## config.mk

```make
export PLATFORM = sky130hd
export DESIGN_NAME = mem_data_deskew
export DESIGN_NICKNAME = d
export VERILOG_FILES = /design/src/rtl/mem_sync_pkg.sv /design/src/rtl/deskew_lane.sv /design/src/rtl/mem_data_deskew.sv
export SDC_FILE = /design/constraint.sdc
export NUM_CORES = 1
export LEC_CHECK = 0
export CORE_ASPECT_RATIO = 0.75
export CORE_MARGIN = 4
export CORE_UTILIZATION = 43
export CTS_BUF_LIST = sky130_fd_sc_hd__clkbuf_8 sky130_fd_sc_hd__clkbuf_16
export CTS_CLUSTER_SIZE = 24
export DETAILED_ROUTE_END_ITERATION = 10
export PLACE_DENSITY = 0.65
export SYNTH_ARGS = -nofsm -noshare
export SYNTH_HDL_FRONTEND = slang
export SYNTH_SLANG_ARGS = --single-unit
```

## constraint.sdc

```tcl
create_clock -name clk -period 2 [get_ports clk]
set_clock_uncertainty 0.05 [all_clocks]
set_input_delay 0.4 -clock clk [delete_from_list [all_inputs] [get_ports clk]]
set_output_delay 0.4 -clock clk [all_outputs]
set_load 0.01 [all_outputs]
```

## src/rtl/mem_sync_pkg.sv

```systemverilog
// rtl/mem_sync_pkg.sv - shared types and default sizes for the array skew/deskew blocks
package mem_sync_pkg;

   // Framing FSM states used by the deskew block
   typedef enum logic [1:0] {
      IDLE   = 2'd0,
      STREAM = 2'd1,
      DRAIN  = 2'd2
   } state_t;

   // Default array geometry, shared with the input-side skew block
   localparam int DEFAULT_ARRAY      = 16;
   localparam int DEFAULT_DATA_WIDTH = 8;

endpackage

```

## src/rtl/deskew_lane.sv

```systemverilog
// rtl/deskew_lane.sv - fixed-depth per-lane delay line; last stage is the lane's output register
module deskew_lane #(
   parameter int DATA_WIDTH = 8,
   parameter int DEPTH      = 1
) (
   input  logic                  clk,
   input  logic                  reset_n,
   input  logic [DATA_WIDTH-1:0] din,
   output logic [DATA_WIDTH-1:0] dout
);

   logic [DATA_WIDTH-1:0] r_stage [DEPTH];

   // Shift the lane sample one stage per cycle; data is taken every cycle regardless of framing
   always_ff @(posedge clk or negedge reset_n) begin
      if (!reset_n) begin
         for (int i = 0; i < DEPTH; i++) begin
            r_stage[i] <= '0;
         end
      end else begin
         r_stage[0] <= din;
         for (int i = 1; i < DEPTH; i++) begin
            r_stage[i] <= r_stage[i-1];
         end
      end
   end

   assign dout = r_stage[DEPTH-1];

endmodule

```

## src/rtl/mem_data_deskew.sv

```systemverilog
// rtl/mem_data_deskew.sv - realigns skewed systolic-array rows and tracks stream framing; optional DESKEW_ZERO_FILL_EN zeroes data_out outside valid rows
module mem_data_deskew
   import mem_sync_pkg::*;
#(
   parameter int DATA_WIDTH     = DEFAULT_DATA_WIDTH,
   parameter int ARRAY          = DEFAULT_ARRAY,
   parameter int MEM_DATA_WIDTH = DATA_WIDTH * ARRAY,
   parameter int ROW_CNT_WIDTH  = 16
) (
   input  logic                      clk,
   input  logic                      reset_n,
   input  logic [MEM_DATA_WIDTH-1:0] data_in,
   input  logic                      in_valid,
   input  logic                      in_last,
   output logic [MEM_DATA_WIDTH-1:0] data_out,
   output logic                      out_valid,
   output logic                      out_last,
   output logic [ROW_CNT_WIDTH-1:0]  row_count,
   output logic                      busy,
   output logic                      done,
   output logic                      protocol_err
);

   logic [MEM_DATA_WIDTH-1:0] w_raw;
   logic [ARRAY-1:0]          r_valid_sr;
   logic [ARRAY-1:0]          r_last_sr;
   state_t                    r_state;
   logic [ROW_CNT_WIDTH-1:0]  r_row_count;
   logic                      r_done;
   logic                      r_perr;

   // Lane n arrives n cycles late, so it needs ARRAY-n stages to line up with lane 0
   for (genvar n = 0; n < ARRAY; n++) begin : g_lane
      deskew_lane #(
         .DATA_WIDTH (DATA_WIDTH),
         .DEPTH      (ARRAY - n)
      ) u_lane (
         .clk     (clk),
         .reset_n (reset_n),
         .din     (data_in[n*DATA_WIDTH +: DATA_WIDTH]),
         .dout    (w_raw[n*DATA_WIDTH +: DATA_WIDTH])
      );
   end

   // Framing travels alongside lane 0, so it sees the full ARRAY-cycle latency
   always_ff @(posedge clk or negedge reset_n) begin
      if (!reset_n) begin
         r_valid_sr <= '0;
         r_last_sr  <= '0;
      end else begin
         r_valid_sr <= {r_valid_sr[ARRAY-2:0], in_valid};
         r_last_sr  <= {r_last_sr[ARRAY-2:0], in_valid & in_last};
      end
   end

   assign out_valid = r_valid_sr[ARRAY-1];
   assign out_last  = r_last_sr[ARRAY-1];

`ifdef DESKEW_ZERO_FILL_EN
   assign data_out = out_valid ? w_raw : '0;
`else
   assign data_out = w_raw;
`endif

   // Stream framing FSM with row counter, done pulse and sticky protocol error
   always_ff @(posedge clk or negedge reset_n) begin
      if (!reset_n) begin
         r_state     <= IDLE;
         r_row_count <= '0;
         r_done      <= 1'b0;
         r_perr      <= 1'b0;
      end else begin
         r_done <= 1'b0;
         // A new stream restarts the count even if a stray row is emitted in the same cycle
         if (r_state == IDLE && in_valid) begin
            r_row_count <= '0;
         end else if (out_valid) begin
            r_row_count <= r_row_count + ROW_CNT_WIDTH'(1);
         end
         case (r_state)
            IDLE: begin
               if (in_valid) begin
                  r_state <= in_last ? DRAIN : STREAM;
               end
            end
            STREAM: begin
               if (in_valid && in_last) begin
                  r_state <= DRAIN;
               end
            end
            DRAIN: begin
               // Rows arriving while draining still flow through; only the flag records it
               if (in_valid) begin
                  r_perr <= 1'b1;
               end
               if (out_valid && out_last) begin
                  r_state <= IDLE;
                  r_done  <= 1'b1;
               end
            end
            default: r_state <= IDLE;
         endcase
      end
   end

   assign row_count    = r_row_count;
   assign busy         = (r_state != IDLE);
   assign done         = r_done;
   assign protocol_err = r_perr;

endmodule

```

* Yosys cells after proc, flatten, opt, wreduce, memory -nomap -nowiden
Index checks and enable logic that the tools add are counted. W data, S select, Z words.
Operators by class: $add $sub $neg 1, eq/ne operators 5, multiplexer cells 9, bitwise gates (word level) 1, reduce and logical (&&, ||, !) cells 8
Operators by type and width (number):
- $mux W16 | 2
- $add A16 B1 Y16 const B | 1
- $mux W2 | 4
- $ne A2 B2 Y1 const B | 3
- $pmux W2 S3 | 1
- $reduce_bool A2 Y1 | 2
- $logic_and A1 B1 Y1 | 3
- $reduce_and A3 Y1 | 1
- $eq A2 B1 Y1 const B | 1
- $eq A2 B2 Y1 const B | 1
- $logic_not A2 Y1 | 1
- $mux W1 | 2
- $reduce_and A2 Y1 | 1
- $and A1 B1 Y1 | 1
Storage, ports and cells: flip-flop bits (word level) 1140, bits of input ports 132, output and inout bits 149, word-level logic and storage cells 166

* Depth between registers and ports, before layout
word-level depth 3, gate-level depth with buffers 5, depth with buffers taken out 5

* By module
From an unflattened synthesis, not the netlist that was laid out.
Second synthesis, totals: cell total of the unflattened synthesis 1340, area total of the unflattened synthesis 29953.7 um2
By module, submodules not included:
- deskew_lane at g_lane[0].u_lane | instances 1, cells each 136, area each 3263.1 um2, sequential area each 3203.1 um2
- deskew_lane at g_lane[1].u_lane | instances 1, cells each 128, area each 3062.9 um2, sequential area each 3002.9 um2
- deskew_lane at g_lane[2].u_lane | instances 1, cells each 120, area each 2862.7 um2, sequential area each 2802.7 um2
- deskew_lane at g_lane[3].u_lane | instances 1, cells each 112, area each 2662.6 um2, sequential area each 2602.5 um2
- deskew_lane at g_lane[4].u_lane | instances 1, cells each 104, area each 2462.4 um2, sequential area each 2402.3 um2
- deskew_lane at g_lane[5].u_lane | instances 1, cells each 96, area each 2262.2 um2, sequential area each 2202.1 um2
- deskew_lane at g_lane[6].u_lane | instances 1, cells each 88, area each 2062.0 um2, sequential area each 2001.9 um2
- deskew_lane at g_lane[7].u_lane | instances 1, cells each 80, area each 1861.8 um2, sequential area each 1801.7 um2
- mem_data_deskew | instances 1, cells each 132, area each 1826.8 um2, sequential area each 1301.2 um2
- deskew_lane at g_lane[8].u_lane | instances 1, cells each 72, area each 1661.6 um2, sequential area each 1601.5 um2
- deskew_lane at g_lane[9].u_lane | instances 1, cells each 64, area each 1461.4 um2, sequential area each 1401.3 um2
- deskew_lane at g_lane[10].u_lane | instances 1, cells each 56, area each 1261.2 um2, sequential area each 1201.2 um2
- deskew_lane at g_lane[11].u_lane | instances 1, cells each 48, area each 1061.0 um2, sequential area each 1001.0 um2
- deskew_lane at g_lane[12].u_lane | instances 1, cells each 40, area each 860.8 um2, sequential area each 800.8 um2
- +3 rows

* Worst setup path after synthesis
No wires, ideal clock.
path type register to register, start reg r_row_count[5], in the netlist row_count[5], end reg r_row_count[15], in the netlist row_count[15], library setup time 0.078 ns, arrival time 1.773 ns, data required time 1.872 ns, path slack 0.100 ns, stages on the path, launching flop included 5, path buffers 0, clock period less this slack 1.900 ns, path through dfrtp_1 -> nand4_2 -> or4_4 -> or4_1 -> a21oi_1
On the way: longest elaborated chain between the ends 3
RTL lines:
- start, declared | RTL line mem_data_deskew.sv:28 | logic [ROW_CNT_WIDTH-1:0] r_row_count;
- start signal, assigned | RTL line mem_data_deskew.sv:78 | r_row_count <= r_row_count + ROW_CNT_WIDTH'(1);
- $add A16 B1 Y16 | RTL line mem_data_deskew.sv:78
- $mux W16 | RTL line mem_data_deskew.sv:77 | end else if (out_valid) begin
- $mux W16 | RTL line mem_data_deskew.sv:75 | if (r_state == IDLE && in_valid) begin
Every way passes these cells. The select of a mux whose other input is x is not followed. A chain may end at the register's enable or synchronous reset.

* Final worst setup path
start reg g_lane[8].u_lane.r_stage (netlist bit g_lane[8].u_lane.dout[5]), end out data_out[69]
RTL lines:
- start, declared | RTL line deskew_lane.sv:12 | logic [DATA_WIDTH-1:0] r_stage [DEPTH];
- start signal, assigned by index | RTL line deskew_lane.sv:23 | r_stage[i] <= r_stage[i-1];
- end, declared | RTL line mem_data_deskew.sv:15 | output logic [MEM_DATA_WIDTH-1:0] data_out,
No word-level cell between the ends.

==> results_dict.tcl <==
set metrics [dict create \
    status "finished, final reports clean" \
    ys_ff_latch 1140 \
    groute.usage.overall_pct 11.84 \
    finalSetupViolCount 0 \
    die_x_um 312.4 \
    seqCellArea_mm2 0.02853 \
    hold_viol 0 \
    max_freq_mhz 516.0 \
    nets 1798 \
    critPathLaunchType "flip-flop" \
    min_period_ns 1.938 \
    core-area_mm2 0.06864 \
    clkSlewWorstSetupHoldPaths_ns 0.06 \
    ff2ff_setup_slack_ns 0.08 \
    crit_path_end_kind "primary output" \
    crit_chain "clkdlybuf4s50_1" \
    synth_area_per_cell_um2 22.37 \
    post-route-cell-area_mm2 0.03713 \
    firstDrtPassIters 4 \
    place_congestion 0.7677 \
    totalWireLength_um 41290 \
    busiest_layer "met2" \
    synth_fp_nets 1469 \
    p_total_mw 45.28 \
    dieArea_mm2 0.07383 \
    worstPathArrival_ns 1.49 \
    rows 83 \
    drive_gt1_share_pct 13.78 \
    worstRegToRegCells 4 \
    synth-edff-count 0 \
    initial_core_util_pct 43.54 \
    clkLatencyLatePin_ns 0.64 \
    ys_top_cells_by_area "dfrtp_1, buf_4, nor2_1, xnor2_1, xor2_1" \
    slew_viol_final 0 \
    drt_iter0_drc 702 \
    stdcell_count 2680 \
    use_met2_pct 19.72 \
    whs_path_depth 1 \
    cts_buffers 100 \
    worst_slew_pin_slew_ns 0.4886 \
    hpwl_um 24090 \
    crit_buf_inv 1 \
    synth_top_area_share_pct 95.45 \
    grt_util_met1_pct 14.61 \
    grt_overflow 0 \
    pin_count 281 \
    vdd_drop_max_mv 0.6531 \
    tritoncts "yes" \
    critPathKind "flip-flop to primary output" \
    syn_inst 1336 \
    relSlewSlack_pct 67.13 \
    synth_compound_area_share_pct 0.1716 \
    fin_crit_sh_pct 96.89 \
    ant_nets 0 \
    root_buffer "clkbuf_16" \
    ys.flop_type "dfrtp_1" \
    synth-simple-area-share_pct 0.8080 \
    ys_async_sr_fraction_pct 100.0 \
    synthMuxAreaShare_pct 0.1465 \
    synth_top_family_by_area "buffers and inverters" \
    clk_path_buf_depth 3 \
    hold-path-endpoint "g_lane[11].u_lane.r_stage[35]$_DFF_PN0_" \
    setup_slack_ns 0.06219 \
    cp_max_fo 1 \
    cpPeakStageDelay_ns 0.54 \
    cpLargestDelayFamily "buffers and inverters" \
    synth_common_cells "dfrtp_1, buf_4, nor2_1" \
    pre_cts_slack_ns 0.1209 \
    place_area_mm2 0.03375 \
    rr_endpoint "row_count[15]$_DFFE_PN0P_" \
    min_path_type "primary input to flip-flop" \
    cap_violations 0 \
    drc 0 \
    fp.dieH_um 236.3 \
    synth_fa_ha_area_share_pct 0.04186 \
    area_growth_syn_to_layout_pct 24.24 \
    antenna_found_initial 5 \
    synth-seq-area-share_pct 95.45 \
    cts_max_level 3 \
    wl_per_cell_um 15.41 \
    synth.largest_area_cell "dfrtp_1" \
    synth_xor_area_share_pct 0.2930 \
    utilization_pct 54.09 \
    rsz0062_at_grt "no" \
    vias 10995 \
    num-fill-cells 5132 \
    hp-start "data_in[91]" \
    grt_pass1_vias 12644 \
    cts.sinks 1140 \
    crit_slowest_cell "clkdlybuf4s50_1" \
    synth_area_mm2 0.02989 \
    required_ns 1.55 \
    hold_ws_ns 0.1479 \
    p_per_area_mw_per_mm2 1219 \
    dp.cells 2492 \
    via_per_inst 4.103 \
    r2r-start "row_count[8]$_DFFE_PN0P_" \
    grt_use_met3_pct 3.180 \
    fin_tns_setup_ns 0 \
    grt_pass1_wl_um 68680 \
    port_buffers 280 \
    ys_types 28 \
    p_leak_nw 17.16 \
    synth.most_common_cell "dfrtp_1" \
    yosysWarnings 0 \
    grt_start_max_net_pins 86 \
    multi_input_area_um2 439.2 \
]
==> worst max path at each step <==
stage,start,end,depth (start not counted)
floorplan,row_count[5]$_DFFE_PN0P_,row_count[15]$_DFFE_PN0P_,4
global placement,row_count[7]$_DFFE_PN0P_,row_count[15]$_DFFE_PN0P_,4
detailed placement,row_count[7]$_DFFE_PN0P_,row_count[15]$_DFFE_PN0P_,4
CTS,g_lane[9].u_lane.dout[7]$_DFF_PN0_,data_out[79],1
global route,g_lane[11].u_lane.dout[6]$_DFF_PN0_,data_out[94],1
finish,g_lane[8].u_lane.dout[5]$_DFF_PN0_,data_out[69],1
==> cell type report <==
cell class	count	area share [%]
sequential	1140	76.84
timing repair buffer	349	9.610
clock buffer	122	7.646
tap	935	3.151
clock inverter	57	1.513
multi-input combinational	70	1.183
inverter	4	0.04044
antenna	3	0.02022
==> state kept, by name (all words and copies together) (netlist names) <==
| signal | count |
|---|---|
| g_lane.u_lane.r_stage | 960 |
| g_lane.u_lane.dout | 128 |
| r_last_sr | 16 |
| r_valid_sr | 16 |
| row_count | 16 |
| r_state | 2 |
| done | 1 |
| protocol_err | 1 |
==> cells in the final DEF (no fill, tap or decap), types with 2 or more instances in the layout <==
cell type | synthesis | routed
dfrtp_1 | 1140 | 1137
clkdlybuf4s50_1 | 0 | 147
dlygate4sd2_1 | 0 | 110
clkbuf_16 | 0 | 103
buf_4 | 120 | 42
buf_12 | 0 | 26
inv_1 | 4 | 24
dlymetal6s2s_1 | 0 | 21
clkbuf_8 | 0 | 19
clkinv_2 | 0 | 16
nor2_1 | 15 | 14
bufinv_16 | 0 | 10
nand2_1 | 7 | 7
xnor2_1 | 6 | 6
nand3_1 | 5 | 5
a21oi_1 | 4 | 4
xor2_1 | 4 | 4
inv_6 | 0 | 4
clkinvlp_4 | 0 | 4
diode_2 | 0 | 3
mux2_2 | 3 | 3
o21ai_0 | 3 | 3
nor4_1 | 3 | 3
nor3_1 | 3 | 3
dfrtp_2 | 0 | 3
and2_1 | 2 | 2
or3_2 | 2 | 2
nand4_1 | 2 | 2
clkinv_8 | 0 | 2
==> logic make-up after synthesis <==
| kind of cell | after synthesis |
|---|---|
| AO/OA/AOI/OAI | 9 |
| AND/OR/NAND/NOR | 46 |
| flip-flops | 1140 |
| XOR/XNOR | 10 |
| adder cells (fa/ha/maj) | 1 |
| buffers and inverters | 126 |
| multiplexers | 4 |
==> power breakdown <==
group | internal, mW | total [mW] | leakage (nW) | switching [mW]
sequential | 24.2 | 24.6 | 13.3 | 0.350
clock | 11.3 | 19.3 | 1.75 | 7.93
combinational | 0.641 | 1.41 | 2.08 | 0.773
total | 36.2 | 45.3 | 17.2 | 9.05
==> layer usage <==
metal | vias up | part of all wire, % | wire length (um)
met5 | - | 0.065 | 27
met4 | 4 | 3.9 | 1611
met3 | 132 | 4.6 | 1886
met2 | 232 | 52 | 21510
met1 | 5897 | 39 | 16260
li1 | 4730 | - | -
==> repair_timing <==
action | CTS | global route
hold buffers | 1 | 0
gates resized for setup | 113 | 24
endpoints found under the hold margin | 56 | 0
buffers inserted | 5 | 0
setup endpoints to repair | 111 | 24
No activity file was read; power rests on OpenSTA's default activity.
==> variant 1: new RTL, same settings <==
Take the reset off `r_last_sr` and load it in a clocked block of its own.
--- a/src/rtl/mem_data_deskew.sv
+++ b/src/rtl/mem_data_deskew.sv
@@ -46,11 +46,13 @@
    always_ff @(posedge clk or negedge reset_n) begin
       if (!reset_n) begin
          r_valid_sr <= '0;
-         r_last_sr  <= '0;
       end else begin
          r_valid_sr <= {r_valid_sr[ARRAY-2:0], in_valid};
-         r_last_sr  <= {r_last_sr[ARRAY-2:0], in_valid & in_last};
       end
+   end
+
+   always_ff @(posedge clk) begin
+      r_last_sr <= {r_last_sr[ARRAY-2:0], in_valid & in_last};
    end
 
    assign out_valid = r_valid_sr[ARRAY-1];
Behaviour: same outputs for any inputs over 10 cycles, from zero or initial values and one cycle with reset_n low; that may be too few to reach the edited logic, so the function may still have changed.
==> variant 1 against the original RTL <==
Fmax is 0.26% higher. Cell count is 1.4% lower. Via count is 1.4% lower. Sequential power hardly changed. Sequential cell count stayed put. Largest cell class unchanged. Cell area is 0.36% lower. Synthesized cell count stayed put. Worst setup slack better by 0.0051 ns. Non-clock buffer count stayed put. Die area is 0.26% lower. Area after synthesis is 0.27% lower. Critical endpoint is now row_count[15]. Wire length is 2.3% lower. Total power is 0.61% higher. Largest power group unchanged.
==> variant 1: results <==
set metrics [dict create \
    largest_register_ffs 960 \
    syn_area_per_cell_um2 22.3 \
    netlist_top_cells_area "dfrtp_1 94%, buf_4 3.0%, dfxtp_1 1.1%" \
    swShare_pct 20.1 \
    drive_above_1_share_pct 13.5 \
    fin_cells 2643 \
    vdd_ir_drop_max_uv 674 \
    p_leak_nw 17.0 \
    slowest_stage "or4_4" \
    wl_met3_um 2170 \
    place_area_um2 33600 \
    crit_arrival_ns 2.43 \
    grt_use_met1_pct 14.4 \
    synth-async-reset-ratio_pct 98.6 \
    grt_usage_pct 11.6 \
    tightest_slew_ns 0.494 \
    cp-endpoint "row_count[15]" \
    reg2regPathDepth 4 \
    grt_util_met2_pct 19.2 \
    grt_pass1_vias 12400 \
    routedWlPerCell_um 15.3 \
    grt_max_degree 64 \
    r2r_setup_slack_ns 0.07 \
    gp_congestion 0.727 \
    insertion_delay_ns 0.64 \
    groute.layer.met3.usage_pct 3.55 \
    drtIter0Drc 692 \
    critPathTopFamily "simple AND/OR/NAND/NOR gates" \
    portBuffers 280 \
    place_hpwl_um 24300 \
    synthTopCellsByCount "1124 x dfrtp_1, 120 x buf_4, 16 x dfxtp_1, 15 x nor2_1, 7 x nand2_1" \
    min_path_type "primary input to flop" \
    ys_seq_area_share_pct 95.4 \
    drt-met1-wl_um 15900 \
    clock-root-buffer "clkbuf_16" \
    pre_cts_slack_ns 0.0755 \
    dp.cells 2450 \
    dr_wl_met2_um 21000 \
    synth.net_count 1469 \
    ys_types 29 \
    crit_start "row_count[7]" \
    grt_antenna_before_repair 4 \
    cts_buffers 101 \
    min_from "data_in[106]" \
    crit_fanout 4 \
    hold_depth 1 \
    period_minus_slack_ns 1.93 \
    cts.reportedPaths.clkPinSlew_ns 0.06 \
    top_register "g_lane.u_lane.r_stage" \
    layout.nets 1799 \
    status "complete, no violations" \
    vias_per_cell 4.10 \
    holdPathEnd "g_lane[13].u_lane.r_stage[18]" \
    fillers 5200 \
    grt_pass1_wl_um 67600 \
    cpPeakStageDelay_ns 0.57 \
]
[variant 1: area by class of cell]
| class | count | area [um2] | share of cell area, % |
|---|---|---|---|
| diodes | 2 | 5.00 | 0.0135 |
| clock buffers | 127 | 2930 | 7.92 |
| clock inverters | 59 | 603 | 1.63 |
| inverters | 4 | 15.0 | 0.0406 |
| multi-input cells | 70 | 439 | 1.19 |
| flip-flops and latches | 1140 | 28400 | 76.9 |
| well taps | 892 | 1120 | 3.02 |
| repair buffers | 349 | 3440 | 9.30 |
[variant 1: metrics by stage]
stage | utilization (%) | hold WS (ns)
floorplan | - | 0.0544
global placement | 49.0 | 0.263
detailed placement | 49.0 | 0.265
CTS | 54.0 | 0.0714
global route | 54.0 | 0.0836
finish | 54.0 | 0.134
[variant 1: kinds of logic after synthesis]
kind of cell             share of synthesized area [%]
buffers and inverters                             3.10
AO/OA/AOI/OAI                                    0.172
flip-flops                                        95.4
multiplexers                                     0.147
AND/OR/NAND/NOR                                  0.810
adder cells (fa/ha/maj)                         0.0420
XOR/XNOR                                         0.294
[variant 1: power groups by stage]
stage | logic, mW | clock network [mW] | registers [mW]
finish | 1.35 | 19.6 | 24.6
global route | 1.52 | 21.3 | 24.7
CTS | 1.41 | 20.3 | 24.6
detailed placement | 1.49 | 0 | 25.0
global placement | 1.45 | 0 | 25.0
floorplan | 0.355 | 0 | 24.9
[variant 1: what timing repair did]
| item | 4_1_cts | 5_1_grt |
|---|---|---|
| buffers inserted | 4 | 0 |
| hold buffers | 1 | 0 |
| setup endpoints to repair | 141 | 5 |
| resized for setup | 143 | 5 |
| endpoints found under the hold margin | 355 | 0 |
[variant 1: worst register-to-register path: cells and delay by family (launching register included)]
kind             cells  cell delay, ns
AO/OA/AOI/OAI        1            0.19
AND/OR/NAND/NOR      3            1.20
flip-flops           1            0.41
==> variant 2: new RTL, same flow settings <==
Without the edit above. The package constant `DEFAULT_DATA_WIDTH` goes from 8 to 6.
--- a/src/rtl/mem_sync_pkg.sv
+++ b/src/rtl/mem_sync_pkg.sv
@@ -10,7 +10,7 @@
 
    // Default array geometry, shared with the input-side skew block
    localparam int DEFAULT_ARRAY      = 16;
-   localparam int DEFAULT_DATA_WIDTH = 8;
+   localparam int DEFAULT_DATA_WIDTH = 6;
 
 endpackage
 
Interface: changed (resized data_in and data_out); port bits go from 281 to 217. No check against the original RTL was run, so the function may have changed too.
==> variant 2 against the original RTL <==
Non-clock buffer count decreased by 94. Highest routed layer is now met4. Total power decreased by 24%. Sequential cell count decreased by 272. First-iteration DRC count decreased by 41%. Area after synthesis decreased by 24%. Wire length decreased by 29%. Cell area decreased by 24%. Register-to-register slack improved by 0.03 ns. Worst setup slack improved by 0.0073 ns.
==> variant 2: results <==
set metrics [dict create \
    drtIter0Drc 413 \
    netlist_top_cells_area "dfrtp_1 95%, buf_4 3.0%, nor2_1 0.25%" \
    grt_pass1_vias 9301 \
    hold_slack_ns 0.190 \
    largest_register_ffs 720 \
    via_count 8250 \
    insertion_delay_ns 0.60 \
    layout.nets 1379 \
    tightest_slew_ns 0.475 \
    crit_fanout 2 \
    min_from "data_in[37]" \
    yosysTopAreaCellShare_pct 95.0 \
    pre_cts_slack_ns 0.128 \
    ys_types 28 \
    crit_start "row_count[3]" \
    hold_depth 1 \
    synth.net_count 1135 \
    place_hpwl_um 16700 \
    fillers 4000 \
    synth-async-reset-ratio_pct 100 \
    cts_tree "yes" \
    crit-reg2reg-launch "row_count[6]" \
    vdd_ir_drop_max_uv 702 \
    drive_above_1_share_pct 12.7 \
    slowest_stage "clkdlybuf4s50_1" \
    worstReg2RegEnd "row_count[15]" \
    place_area_um2 25700 \
    grt_max_degree 95 \
    min_path_type "primary input to flop" \
    ys_seq_area_share_pct 95.0 \
    portBuffers 216 \
    cpPeakStageDelay_ns 0.54 \
    reg2regPathDepth 4 \
    diodes 0 \
    p_leak_nw 12.9 \
    clock-root-buffer "clkbuf_16" \
    routedWlPerCell_um 14.3 \
    r2r_setup_slack_ns 0.11 \
    fin_cells 2037 \
    holdPathEnd "g_lane[6].u_lane.r_stage[55]" \
    grt_antenna_before_repair 0 \
    grt_pass1_wl_um 48700 \
    dp.cells 1895 \
    critPathTopFamily "buffers and inverters" \
    gp_congestion 0.723 \
    cts_buffers 79 \
    grt_usage_pct 10.8 \
    cts_buffer_depth 3 \
    status "complete, no violations" \
    synthTopCellsByCount "868 x dfrtp_1, 90 x buf_4, 15 x nor2_1, 7 x nand2_1, 6 x xnor2_1" \
    postSynthCellCount 1034 \
]
-- variant 2: worst max-delay path by stage --
stage / end / cells past startpoint / slack (ns)
after global routing: data_out[22] / 1 / 0.0005
after CTS: data_out[58] / 1 / 0.002
after detailed placement: row_count[15] / 4 / 0.13
after global placement: row_count[15] / 4 / 0.14
final: row_count[3] / 1 / 0.07
after floorplan: row_count[15] / 4 / 0.1
-- variant 2: what timing repair did --
item                       4_1_cts  5_1_grt
hold buffers                     1        0
setup endpoints to repair       31        5
cloned                           0        0
setup buffers                    3        1
hold endpoints to repair       226        0
resized for setup               31        5
-- variant 2: layout make-up --
type | instances | area, um2 | area share (%)
Tap cell | 703 | 880 | 3.11
Clock buffer | 89 | 2150 | 7.61
Multi-Input combinational cell | 70 | 439 | 1.55
Clock inverter | 48 | 418 | 1.48
Sequential cell | 868 | 21700 | 76.9
Timing Repair Buffer | 255 | 2620 | 9.29
Inverter | 4 | 15.0 | 0.0532
-- variant 2: kinds of logic after synthesis --
| family | share of synthesized area (%) |
|---|---|
| and+or+nand+nor | 1.06 |
| AOI/OAI and AO/OA | 0.224 |
| adders and majority gates | 0.0547 |
| DFF | 95.0 |
| xor gates and xnor gates | 0.383 |
| muxes | 0.192 |
| buffers and inverters | 3.05 |
-- variant 2: routing by layer --
layer / track usage, % / wire (um) / vias up
met5: 0 / 0 / -
met4: 4.47 / 957 / 0
met3: 3.44 / 1430 / 73
met2: 17.4 / 14800 / 157
met1: 13.7 / 12000 / 4395
li1: - / - / 3625
-- variant 2: power by group --
part,internal (mW),switching (mW),total [mW]
sequential,18.5,0.276,18.7
clock,8.49,6.08,14.6
combinational,0.523,0.591,1.11
total,27.5,6.95,34.4
